[src/rtl/pq_sequencer_if.sv]
// pq_sequencer_if: stream bundle between a producer/consumer and pq_sequencer.
// Carries the insert stream (in_*), the pop stream (out_*) and the flush
// request. master = the side that offers data and consumes maxima,
// slave = the sequencer itself.
interface pq_sequencer_if #(
  parameter int W = 8
);
  logic         in_valid;
  logic [W-1:0] in_data;
  logic         in_ready;
  logic         out_valid;
  logic [W-1:0] out_data;
  logic         out_ready;
  logic         flush;

  modport master (
    output in_valid, in_data, out_ready, flush,
    input  in_ready, out_valid, out_data
  );

  modport slave (
    input  in_valid, in_data, out_ready, flush,
    output in_ready, out_valid, out_data
  );
endinterface

[src/rtl/pq_sequencer.sv]
// pq_sequencer: handshake front-end for an external DEPTH-entry priority queue.
// Tracks occupancy, turns insert/pop handshakes into queue strobes and
// exposes the queue's top as the current maximum. Pop wins over insert,
// flush wins over both and spends one cycle in FLUSH clearing the queue.
// Optional feature: define PQ_SEQUENCER_STATS_EN to get saturating
// insert/pop statistics counters; otherwise ins_cnt/pop_cnt read 0.
module pq_sequencer #(
  parameter  int W     = 8,
  parameter  int DEPTH = 6,
  localparam int CW    = $clog2(DEPTH + 1)
) (
  input  logic          clk,
  input  logic          reset_L,
  pq_sequencer_if.slave bus,
  output logic [W-1:0]  pq_newVal,
  output logic          pq_loadIn,
  output logic          pq_shiftOut,
  output logic          pq_clear,
  input  logic [W-1:0]  pq_top,
  output logic [CW-1:0] count,
  output logic [15:0]   ins_cnt,
  output logic [15:0]   pop_cnt
);

  typedef enum logic [1:0] {
    S_EMPTY,
    S_PARTIAL,
    S_FULL,
    S_FLUSH
  } state_t;

  localparam logic [CW-1:0] FULL_CNT = CW'(DEPTH);

  state_t        state_q, state_d;
  logic [CW-1:0] count_q, count_d;
  logic          flush_now;
  logic          ins_hs;
  logic          pop_hs;

  // State and occupancy registers.
  always_ff @(posedge clk or negedge reset_L) begin
    if (!reset_L) begin
      state_q <= S_EMPTY;
      count_q <= '0;
    end else begin
      // NOTE: sequential state uses non-blocking assignments so every
      // register samples the pre-edge values of the others.
      state_q <= state_d;
      count_q <= count_d;
    end
  end

  // Next state and next occupancy; the state always mirrors the new count.
  always_comb begin
    // NOTE: every combinational output gets a default first so no path
    // through the block can leave it unassigned and infer a latch.
    state_d = state_q;
    count_d = count_q;
    if (state_q == S_FLUSH) begin
      state_d = S_EMPTY;
    end else if (bus.flush) begin
      state_d = S_FLUSH;
      count_d = '0;
    end else begin
      if (pop_hs) begin
        count_d = count_q - CW'(1);
      end else if (ins_hs) begin
        count_d = count_q + CW'(1);
      end
      if (count_d == '0) begin
        state_d = S_EMPTY;
      end else if (count_d == FULL_CNT) begin
        state_d = S_FULL;
      end else begin
        state_d = S_PARTIAL;
      end
    end
  end

  // Handshakes and queue strobes derived from the current state.
  always_comb begin
    flush_now     = bus.flush && (state_q != S_FLUSH);
    bus.out_valid = (state_q == S_PARTIAL) || (state_q == S_FULL);
    pop_hs        = (state_q == S_PARTIAL || state_q == S_FULL)
                    && bus.out_ready && !flush_now;
    bus.in_ready  = (state_q == S_EMPTY || state_q == S_PARTIAL)
                    && !flush_now && !pop_hs;
    ins_hs        = bus.in_valid && bus.in_ready;
    bus.out_data  = pq_top;
    pq_newVal     = bus.in_data;
    pq_loadIn     = ins_hs;
    pq_shiftOut   = pop_hs;
    pq_clear      = (state_q == S_FLUSH);
  end

  assign count = count_q;

`ifdef PQ_SEQUENCER_STATS_EN
  logic [15:0] ins_cnt_q;
  logic [15:0] pop_cnt_q;

  // Saturating handshake counters; flush leaves them alone.
  always_ff @(posedge clk or negedge reset_L) begin
    if (!reset_L) begin
      ins_cnt_q <= '0;
      pop_cnt_q <= '0;
    end else begin
      if (ins_hs && ins_cnt_q != 16'hFFFF) ins_cnt_q <= ins_cnt_q + 16'd1;
      if (pop_hs && pop_cnt_q != 16'hFFFF) pop_cnt_q <= pop_cnt_q + 16'd1;
    end
  end

  assign ins_cnt = ins_cnt_q;
  assign pop_cnt = pop_cnt_q;
`else
  assign ins_cnt = '0;
  assign pop_cnt = '0;
`endif

endmodule

[src/flat_wrapper.sv]
// flat-port wrapper written by rule: the top's interface ports become plain ports
module pq_sequencer_flat 
#(
  parameter  int W     = 8,
  parameter  int DEPTH = 6,
  localparam int CW    = $clog2(DEPTH + 1)
)
  (clk, reset_L, pq_newVal, pq_loadIn, pq_shiftOut, pq_clear, pq_top, count, ins_cnt, pop_cnt, bus_in_valid, bus_in_data, bus_out_ready, bus_flush, bus_in_ready, bus_out_valid, bus_out_data);
  pq_sequencer_if #(.W(W)) bus_i ();
  input  logic clk;
  input  logic reset_L;
  output logic [W-1:0] pq_newVal;
  output logic pq_loadIn;
  output logic pq_shiftOut;
  output logic pq_clear;
  input  logic [W-1:0] pq_top;
  output logic [CW-1:0] count;
  output logic [15:0] ins_cnt;
  output logic [15:0] pop_cnt;
  input wire logic [$bits(bus_i.in_valid)-1:0] bus_in_valid;
  input wire logic [$bits(bus_i.in_data)-1:0] bus_in_data;
  input wire logic [$bits(bus_i.out_ready)-1:0] bus_out_ready;
  input wire logic [$bits(bus_i.flush)-1:0] bus_flush;
  output wire logic [$bits(bus_i.in_ready)-1:0] bus_in_ready;
  output wire logic [$bits(bus_i.out_valid)-1:0] bus_out_valid;
  output wire logic [$bits(bus_i.out_data)-1:0] bus_out_data;
  assign bus_i.in_valid = bus_in_valid;
  assign bus_i.in_data = bus_in_data;
  assign bus_i.out_ready = bus_out_ready;
  assign bus_i.flush = bus_flush;
  assign bus_in_ready = bus_i.in_ready;
  assign bus_out_valid = bus_i.out_valid;
  assign bus_out_data = bus_i.out_data;
  pq_sequencer #(.W(W), .DEPTH(DEPTH)) u_core (.clk(clk), .reset_L(reset_L), .bus(bus_i), .pq_newVal(pq_newVal), .pq_loadIn(pq_loadIn), .pq_shiftOut(pq_shiftOut), .pq_clear(pq_clear), .pq_top(pq_top), .count(count), .ins_cnt(ins_cnt), .pop_cnt(pop_cnt));
endmodule
[config.mk]
export PLATFORM = sky130hd
export DESIGN_NAME = pq_sequencer_flat
export DESIGN_NICKNAME = d
export VERILOG_FILES = /design/src/rtl/pq_sequencer_if.sv /design/src/rtl/pq_sequencer.sv /design/src/flat_wrapper.sv
export SDC_FILE = /design/constraint.sdc
export NUM_CORES = 1
export LEC_CHECK = 0
export ABC_CLOCK_PERIOD_IN_PS = 1800
export BUFFER_PORTS_ARGS = -buffer_cell sky130_fd_sc_hd__buf_2
export CAP_MARGIN = 25
export CORE_MARGIN = 2
export CORE_UTILIZATION = 33
export DETAILED_ROUTE_END_ITERATION = 6
export GPL_TIMING_DRIVEN = 0
export PLACE_DENSITY = 0.76
export SLEW_MARGIN = 20
export SYNTH_ARGS = -nofsm -noshare
export SYNTH_HDL_FRONTEND = slang
export SYNTH_SLANG_ARGS = --single-unit
[constraint.sdc]
create_clock -name clk -period 1.8 [get_ports clk]
set_clock_uncertainty 0.15 [all_clocks]
set_input_delay 0.09 -clock clk [delete_from_list [all_inputs] [get_ports clk]]
set_output_delay 0.09 -clock clk [all_outputs]
set_load 0.03 [all_outputs]
==> metrics.md, run 1 <==
| Metric | Value |
|---|---|
| Status | finished, violations left |
| Failing checks | negative setup slack |
| Max Root-Sink Buffers | 2 |
| Reg2reg setup slack | -0.05 ns |
| All-layer global routing usage | 0.0922 |
| Power, Total | 1.56 mW |
| Fill cells | 243 |
| Register area | 129 um^2 |
| HP Class | in2async |
| DP Wirelength | 1.40 mm |
| CTS Buf Count | 3 |
| Final wirelength | 1.58 mm |
| Hold WS | 0.0398 ns |
| Sequential share of the synthesized area | 0.149 |
| H-tree Lvls | 1 |
| Initial DRC count | 11 |
| Netlist cell types | 28 |
| Critical Path AT | 1.85 ns |
| Leakage | 0.724 nW |
| Reg-to-reg critical path endpoint | u_core.state_q[0]$_DFF_PN0_ |
| Largest net degree at the start of global routing | 11 |
| Number of global-route vias before repair | 537 |
| Biggest cell delay along the critical path | 0.40 ns |
| Full die area | 2960 um^2 |
| Initial antenna violation count | 0 |
| YS warnings | 0 |
| Initial core utilization | 0.345 |
| DR pass1 iterations | 4 |
| Worst Reg2Reg Path Length in Cells | 7 |
| Remaining DRCs | 0 |
| Mapped Cells | 102 |
| CTS tree | built |
| Post-Syn Area | 838 um^2 |
| Worst setup SP type | flop |
| Number of synthesized register bits | 5 |
| Grt total ovfl | 0 |
| Final net count | 195 |
| Multi-input gate area | 492 um^2 |
| Routability cong. | 0.781 |
| Placement Rows | 18 |
| Reg-to-Reg Start | u_core.state_q[0]$_DFF_PN0_ |
| I/O Pins | 77 |
| Core Util, Final | 0.506 |
| Clock root cell | clkbuf_4 |
| Kind of critical path | reg2reg |
| Critical Path RT | 1.80 ns |
| Final Critical Period | 1.85 ns |
| CP Cell Sequence | inv_2 > ha_4 > and3b_1 > a2111oi_2 > a311o_2 > xnor2_1 > a21oi_1 |
| Buf/Inv on CP | 1 |
| Die Ht | 54.4 um |
| First-pass GRT wire length | 1.99 mm |
| Number of diodes | 0 |
| Crit-path leading delay family | compound AO/OA/AOI/OAI gates |
| Area of the core | 2430 um^2 |
| Vias | 773 |
| Final setup viols | 1 |
| Max Freq | 539 MHz |
| Drt wl/cell | 7.99 um |
| Min setup slack post-route | -0.0537 ns |
| Final Hold Viols | 0 |
| Clock Sinks | 5 |
| Setup WS pre-CTS | -0.0790 ns |
| Clock-pin slew on the worst setup and hold paths | 0.04 ns |
| Worst-Skew Late Latency | 0.24 ns |
| Worst Path Max Fanout | 5 |
| Area growth, synth to finish | 46.9% |
| VDD IR max | 0.000636 V |
| Setup crit end kind | flop |
| Slew Viols, Final | 0 |
| RSZ-0062 raised after global routing | yes |
| Antenna Violating Nets Remaining | 0 |
| DIE WIDTH | 54.4 um |
| Crit share post-route | 1.03 |
| Share of cells above drive strength 1 | 0.583 |
| Port Buffer Count | 28 |
| Cell at the slowest stage of the critical path | dfrtp_2 |
| PD cells | 1270 nW/um^2 |
| Maximum capacitance violations | 0 |
| Mapped Avg Cell Area | 8.22 um^2 |
| Via-per-instance ratio | 3.90 |
-- report_power, final --
part | total (mW) | internal [mW] | switching (mW)
clock | 0.125 | 0.0835 | 0.0417
combinational | 1.20 | 0.492 | 0.709
sequential | 0.238 | 0.164 | 0.0740
total | 1.56 | 0.739 | 0.825
-- placed cells by master, fill, tap and decap left out, types with 2 or more instances in the layout --
cell	n
a21oi_1	5
inv_2	4
nor3_1	2
conb_1	32
clkbuf_4	3
dfrtp_2	3
ha_2	2
dlygate4sd3_1	2
buf_4	49
dfrtp_1	2
o21ai_0	3
nor2_1	3
ha_4	2
xnor2_1	2
o22ai_1	2
buf_2	28
nand2_1	4
-- state kept, by name (all words and copies together) (netlist names) --
| register | count |
|---|---|
| u_core.state_q | 2 |
| u_core.count | 3 |
-- synth_stat cells, drive strengths merged --
master	number	area [um^2]
buf	48	360
ha	5	62.6
a22oi	1	21.3
xnor2	2	17.5
nand2	5	21.3
nor2b	1	13.8
a2111oi	1	15.0
inv	5	18.8
o22ai	2	12.5
a22o	1	8.76
nand3	1	5.00
a311o	1	11.3
and3b	1	8.76
nand2b	1	6.26
dfrtp	5	125
a31oi	1	6.26
a21oi	5	25.0
o211ai	1	12.5
conb	1	3.75
nor2	3	11.3
nor3	2	10.0
o21a	1	7.51
o211a	1	10.0
a2bb2oi	1	8.76
and3	1	6.26
o21ai	4	20.0
o2bb2ai	1	8.76
-- area by class of cell --
cell class,count,area share
well taps,30,0.0305
clock buffers,4,0.0213
plain buffers,48,0.293
multi-input cells,75,0.399
repair buffers,31,0.136
flip-flops and latches,5,0.105
inverters,5,0.0152
-- cell families (layout without fill, tap and decap cells) --
| kind of cell | after synthesis | after routing | synth area share |
|---|---|---|---|
| buffers and inverters | 53 | 88 | 0.452 |
| AOI/OAI and AO/OA | 21 | 21 | 0.200 |
| adders and majority gates | 5 | 5 | 0.0746 |
| and+or+nand+nor | 15 | 15 | 0.0985 |
| xor gates and xnor gates | 2 | 2 | 0.0209 |
| DFF | 5 | 5 | 0.149 |
| other | 1 | 32 | 0.00447 |
-- worst max path at each step --
stage          slack, ns                          end  depth (start not counted)                         from
2_1_floorplan      -0.06  u_core.state_q[0]$_DFF_PN0_                          7  u_core.count[1]$_DFFE_PN0N_
3_3_place_gp       -0.04  u_core.state_q[0]$_DFF_PN0_                          6  u_core.state_q[0]$_DFF_PN0_
3_5_place_dp       -0.08  u_core.state_q[0]$_DFF_PN0_                          6  u_core.state_q[0]$_DFF_PN0_
4_1_cts            -0.04  u_core.state_q[0]$_DFF_PN0_                          7  u_core.state_q[0]$_DFF_PN0_
5_1_grt            -0.12  u_core.state_q[0]$_DFF_PN0_                          7  u_core.state_q[0]$_DFF_PN0_
6_report           -0.05  u_core.state_q[0]$_DFF_PN0_                          7  u_core.state_q[0]$_DFF_PN0_
-- layer usage --
metal | share of wire | vias up | track usage | wire length (um)
li1 | - | 398 | - | -
met1 | 0.36 | 332 | 0.0909 | 572
met2 | 0.52 | 43 | 0.181 | 821
met3 | 0.12 | 0 | 0.0109 | 189
met4 | 0 | 0 | 0.0542 | 0
met5 | 0 | - | 0 | 0
-- through the flow --
step                      area, um^2  std cells  setup TNS, ns
after CTS                       1220        198        -0.0438
final                           1230        198        -0.0537
after global placement          1160        191        -0.0354
after global routing            1230        198         -0.333
after floorplan                  981        133        -0.0765
after detailed placement        1160        191         -0.156
-- repair_timing --
item | 4_1_cts | 5_1_grt
hold endpoints to repair | 6 | 0
hold buffers | 2 | 0
resized for setup | 3 | 2
pin swaps | 2 | 1
setup endpoints to repair | 3 | 6
buffers inserted | 1 | 0
(Power assumes the default switching activity.)
==> run 2, diff against run 1 <==
- ABC_CLOCK_PERIOD_IN_PS: 1800 -> 2090
- CORE_MARGIN: 2 -> unset
- CORE_UTILIZATION: 33 -> 37
- PLACE_DENSITY: 0.76 -> 0.8
- clock period: 1.8 -> 2.09 ns (I/O delays scaled with it)
==> run 2 against run 1 <==
  * The flow now finishes without violations
  * Routed wire length grew 2.7%
  * Clock-buffer cell count is the same
  * Sequential power fell by 19%
  * Setup slack better by 0.17 ns
  * Register-to-register slack gained 0.17 ns
  * Design area decreased by 3.9%
  * Sequential share of layout area is 0.21 points higher
  * Via count rose by 0.52%
  * Final cell count shrank 2.0%
  * Die area shrank 17%
  * Critical path depth unchanged
  * Fmax shrank 6.1%
  * Largest cell class unchanged
  * Highest routed layer unchanged
==> metrics.md, run 2 (synthesis results as in run 1) <==
| Metric | Value |
|---|---|
| Setup crit end kind | flop (unchanged) |
| Min setup slack post-route | 0.116 ns (was -0.0537 ns) |
| Area of the core | 2040 um^2 (was 2430 um^2) |
| Share of cells above drive strength 1 | 0.521 (was 0.583) |
| Drt wl/cell | 8.38 um (was 7.99 um) |
| Worst Reg2Reg Path Length in Cells | 7 (unchanged) |
| Initial antenna violation count | 0 (unchanged) |
| Register area | 126 um^2 (was 129 um^2) |
| Clock root cell | clkbuf_4 (unchanged) |
| First-pass GRT wire length | 2.66 mm (was 1.99 mm) |
| Critical Path AT | 1.94 ns (was 1.85 ns) |
| Routability cong. | 0.776 (was 0.781) |
| Setup TNS | 0 ns (was -0.0537 ns) |
| Port Buffer Count | 28 (unchanged) |
| Crit share post-route | 0.944 (was 1.03) |
| Number of diodes | 0 (unchanged) |
| Final Critical Period | 1.97 ns (was 1.85 ns) |
| HP Class | in2async (unchanged) |
| Worst-Skew Late Latency | 0.24 ns (about the same) |
| Status | finished, final reports clean (was finished, violations left) |
| Met3 Use GR | 0.0494 (was 0.0109) |
| Worst setup SP type | flop (unchanged) |
| Number of global-route vias before repair | 661 (was 537) |
| Max Freq | 507 MHz (was 539 MHz) |
| Slew Viols, Final | 0 (unchanged) |
| Reg-to-reg critical path endpoint | u_core.state_q[0]$_DFF_PN0_ (unchanged) |
| Initial DRC count | 8 (was 11) |
| I/O Pins | 77 (unchanged) |
| Biggest cell delay along the critical path | 0.44 ns (was 0.40 ns) |
| CP startpoint | u_core.count[1]$_DFFE_PN0N_ (was u_core.state_q[0]$_DFF_PN0_) |
| Reg2reg setup slack | 0.12 ns (was -0.05 ns) |
| Final setup viols | 0 (was 1) |
| CP Cell Sequence | inv_1 > ha_1 > a21oi_1 > a2bb2oi_1 > a22oi_4 > xnor2_1 > a21oi_1 (was inv_2 > ha_4 > and3b_1 > a2111oi_2 > a311o_2 > xnor2_1 > a21oi_1) |
| RSZ-0062 raised after global routing | no (was yes) |
| VDD IR max | 0.000573 V (was 0.000636 V) |
| Busiest metal layer after global routing | met2 (unchanged) |
| Most used cell, CP | a21oi_1 |
| Maximum capacitance violations | 0 (unchanged) |
| Critical Path RT | 2.05 ns (was 1.80 ns) |
| Fill cells | 188 (was 243) |
| Setup WS pre-CTS | 0.0647 ns (was -0.0790 ns) |
| Antenna Violating Nets Remaining | 0 (unchanged) |
| Worst Path Max Fanout | 6 (was 5) |
| Largest net degree at the start of global routing | 11 (unchanged) |
| Cell area after layout | 1180 um^2 (was 1230 um^2) |
| Clock Sinks | 5 (unchanged) |
| CTS tree | built (unchanged) |
| Max Root-Sink Buffers | 2 (unchanged) |
| Grt total ovfl | 0 (unchanged) |
| Leakage | 0.723 nW (was 0.724 nW) |
| Clock-pin slew on the worst setup and hold paths | 0.04 ns (about the same) |
| Most frequent cells in the layout | buf_4 (48), conb_1 (32), buf_2 (28) (was buf_4 (49), conb_1 (32), buf_2 (28)) |
| Final net count | 194 (was 195) |
| DP Wirelength | 1.34 mm (was 1.40 mm) |
| Cell at the slowest stage of the critical path | dfrtp_1 (was dfrtp_2) |
| Initial core utilization | 0.411 (was 0.345) |
| Placement Rows | 16 (was 18) |
| Most common cell after layout, fill and taps aside | buf_4 (unchanged) |
| Final wirelength | 1.63 mm (was 1.58 mm) |
| DR pass1 iterations | 4 (unchanged) |
| Full die area | 2460 um^2 (was 2960 um^2) |
| Kind of critical path | reg2reg (unchanged) |
| Vias | 777 (was 773) |
| PD cells | 1080 nW/um^2 (was 1270 nW/um^2) |
| Postcts setup bufs | 0 (was 1) |
| Die Ht | 49.6 um (was 54.4 um) |
| Area growth, synth to finish | 41.2% (was 46.9%) |
| Reg-to-Reg Start | u_core.count[1]$_DFFE_PN0N_ (was u_core.state_q[0]$_DFF_PN0_) |
| Final Hold Viols | 0 (unchanged) |
| Largest register FFs | 3 (unchanged) |
| All-layer global routing usage | 0.138 (was 0.0922) |
| DIE WIDTH | 49.6 um (was 54.4 um) |
| Met1 Use GR | 0.160 (was 0.0909) |
| Remaining DRCs | 0 (unchanged) |
| Via-per-instance ratio | 4.01 (was 3.90) |
| Placed instance area | 1130 um^2 (was 1160 um^2) |
| CTS Buf Count | 3 (unchanged) |
| Multi-input gate area | 458 um^2 (was 492 um^2) |
| H-tree Lvls | 1 (unchanged) |
| Global-route met2 utilization | 0.239 (was 0.181) |
[run 2: worst max-delay path, delay by kind of cell, from the launching register on]
kind,cells,cell delay [ns]
AOI/OAI and AO/OA,4,0.60
adders and majority gates,1,0.35
buffers and inverters,1,0.11
DFF,1,0.44
xor gates and xnor gates,1,0.17
[run 2: final cells by class]
class,instances,area share
Inverter,5,0.0159
Sequential cell,5,0.107
Tap cell,27,0.0285
Buffer,48,0.304
Clock buffer,4,0.0222
Timing Repair Buffer,30,0.135
Multi-Input combinational cell,75,0.387
[run 2: timing repair]
action | CTS | global route
setup endpoints to repair | 0 | 1
gates resized for setup | 0 | 3
hold endpoints to repair | 6 | 0
hold buffers | 2 | 0
[run 2: through the flow]
stage / cells / util / hold slack [ns] / power, mW
4_1_cts: 194 / 0.575 / 0.0474 / 1.25
6_report: 194 / 0.580 / 0.0485 / 1.28
5_1_grt: 194 / 0.580 / 0.0689 / 1.38
3_3_place_gp: 188 / 0.553 / -0.233 / 1.10
2_1_floorplan: 133 / - / -0.341 / 0.958
3_5_place_dp: 188 / 0.553 / -0.230 / 1.13
[run 2: power breakdown]
group | total, mW | switching [mW] | internal, mW
Sequential | 0.193 | 0.0545 | 0.138
Clock | 0.114 | 0.0418 | 0.0723
Combinational | 0.970 | 0.599 | 0.371
Total | 1.28 | 0.696 | 0.581
[run 2: layer usage]
layer	wire [um]	up-vias
met4	0	0
met2	759	62
met3	216	0
li1	-	395
met5	0	-
met1	650	320
[run 2: worst max-delay path by stage]
stage | endpoint | slack [ns] | cells past startpoint
final | u_core.state_q[0]$_DFF_PN0_ | 0.12 | 7
after global routing | u_core.state_q[0]$_DFF_PN0_ | 0.004 | 7
after CTS | u_core.state_q[0]$_DFF_PN0_ | 0.06 | 7
after detailed placement | u_core.state_q[0]$_DFF_PN0_ | 0.06 | 7
after global placement | u_core.state_q[0]$_DFF_PN0_ | 0.14 | 7
after floorplan | u_core.state_q[0]$_DFF_PN0_ | 0.01 | 7
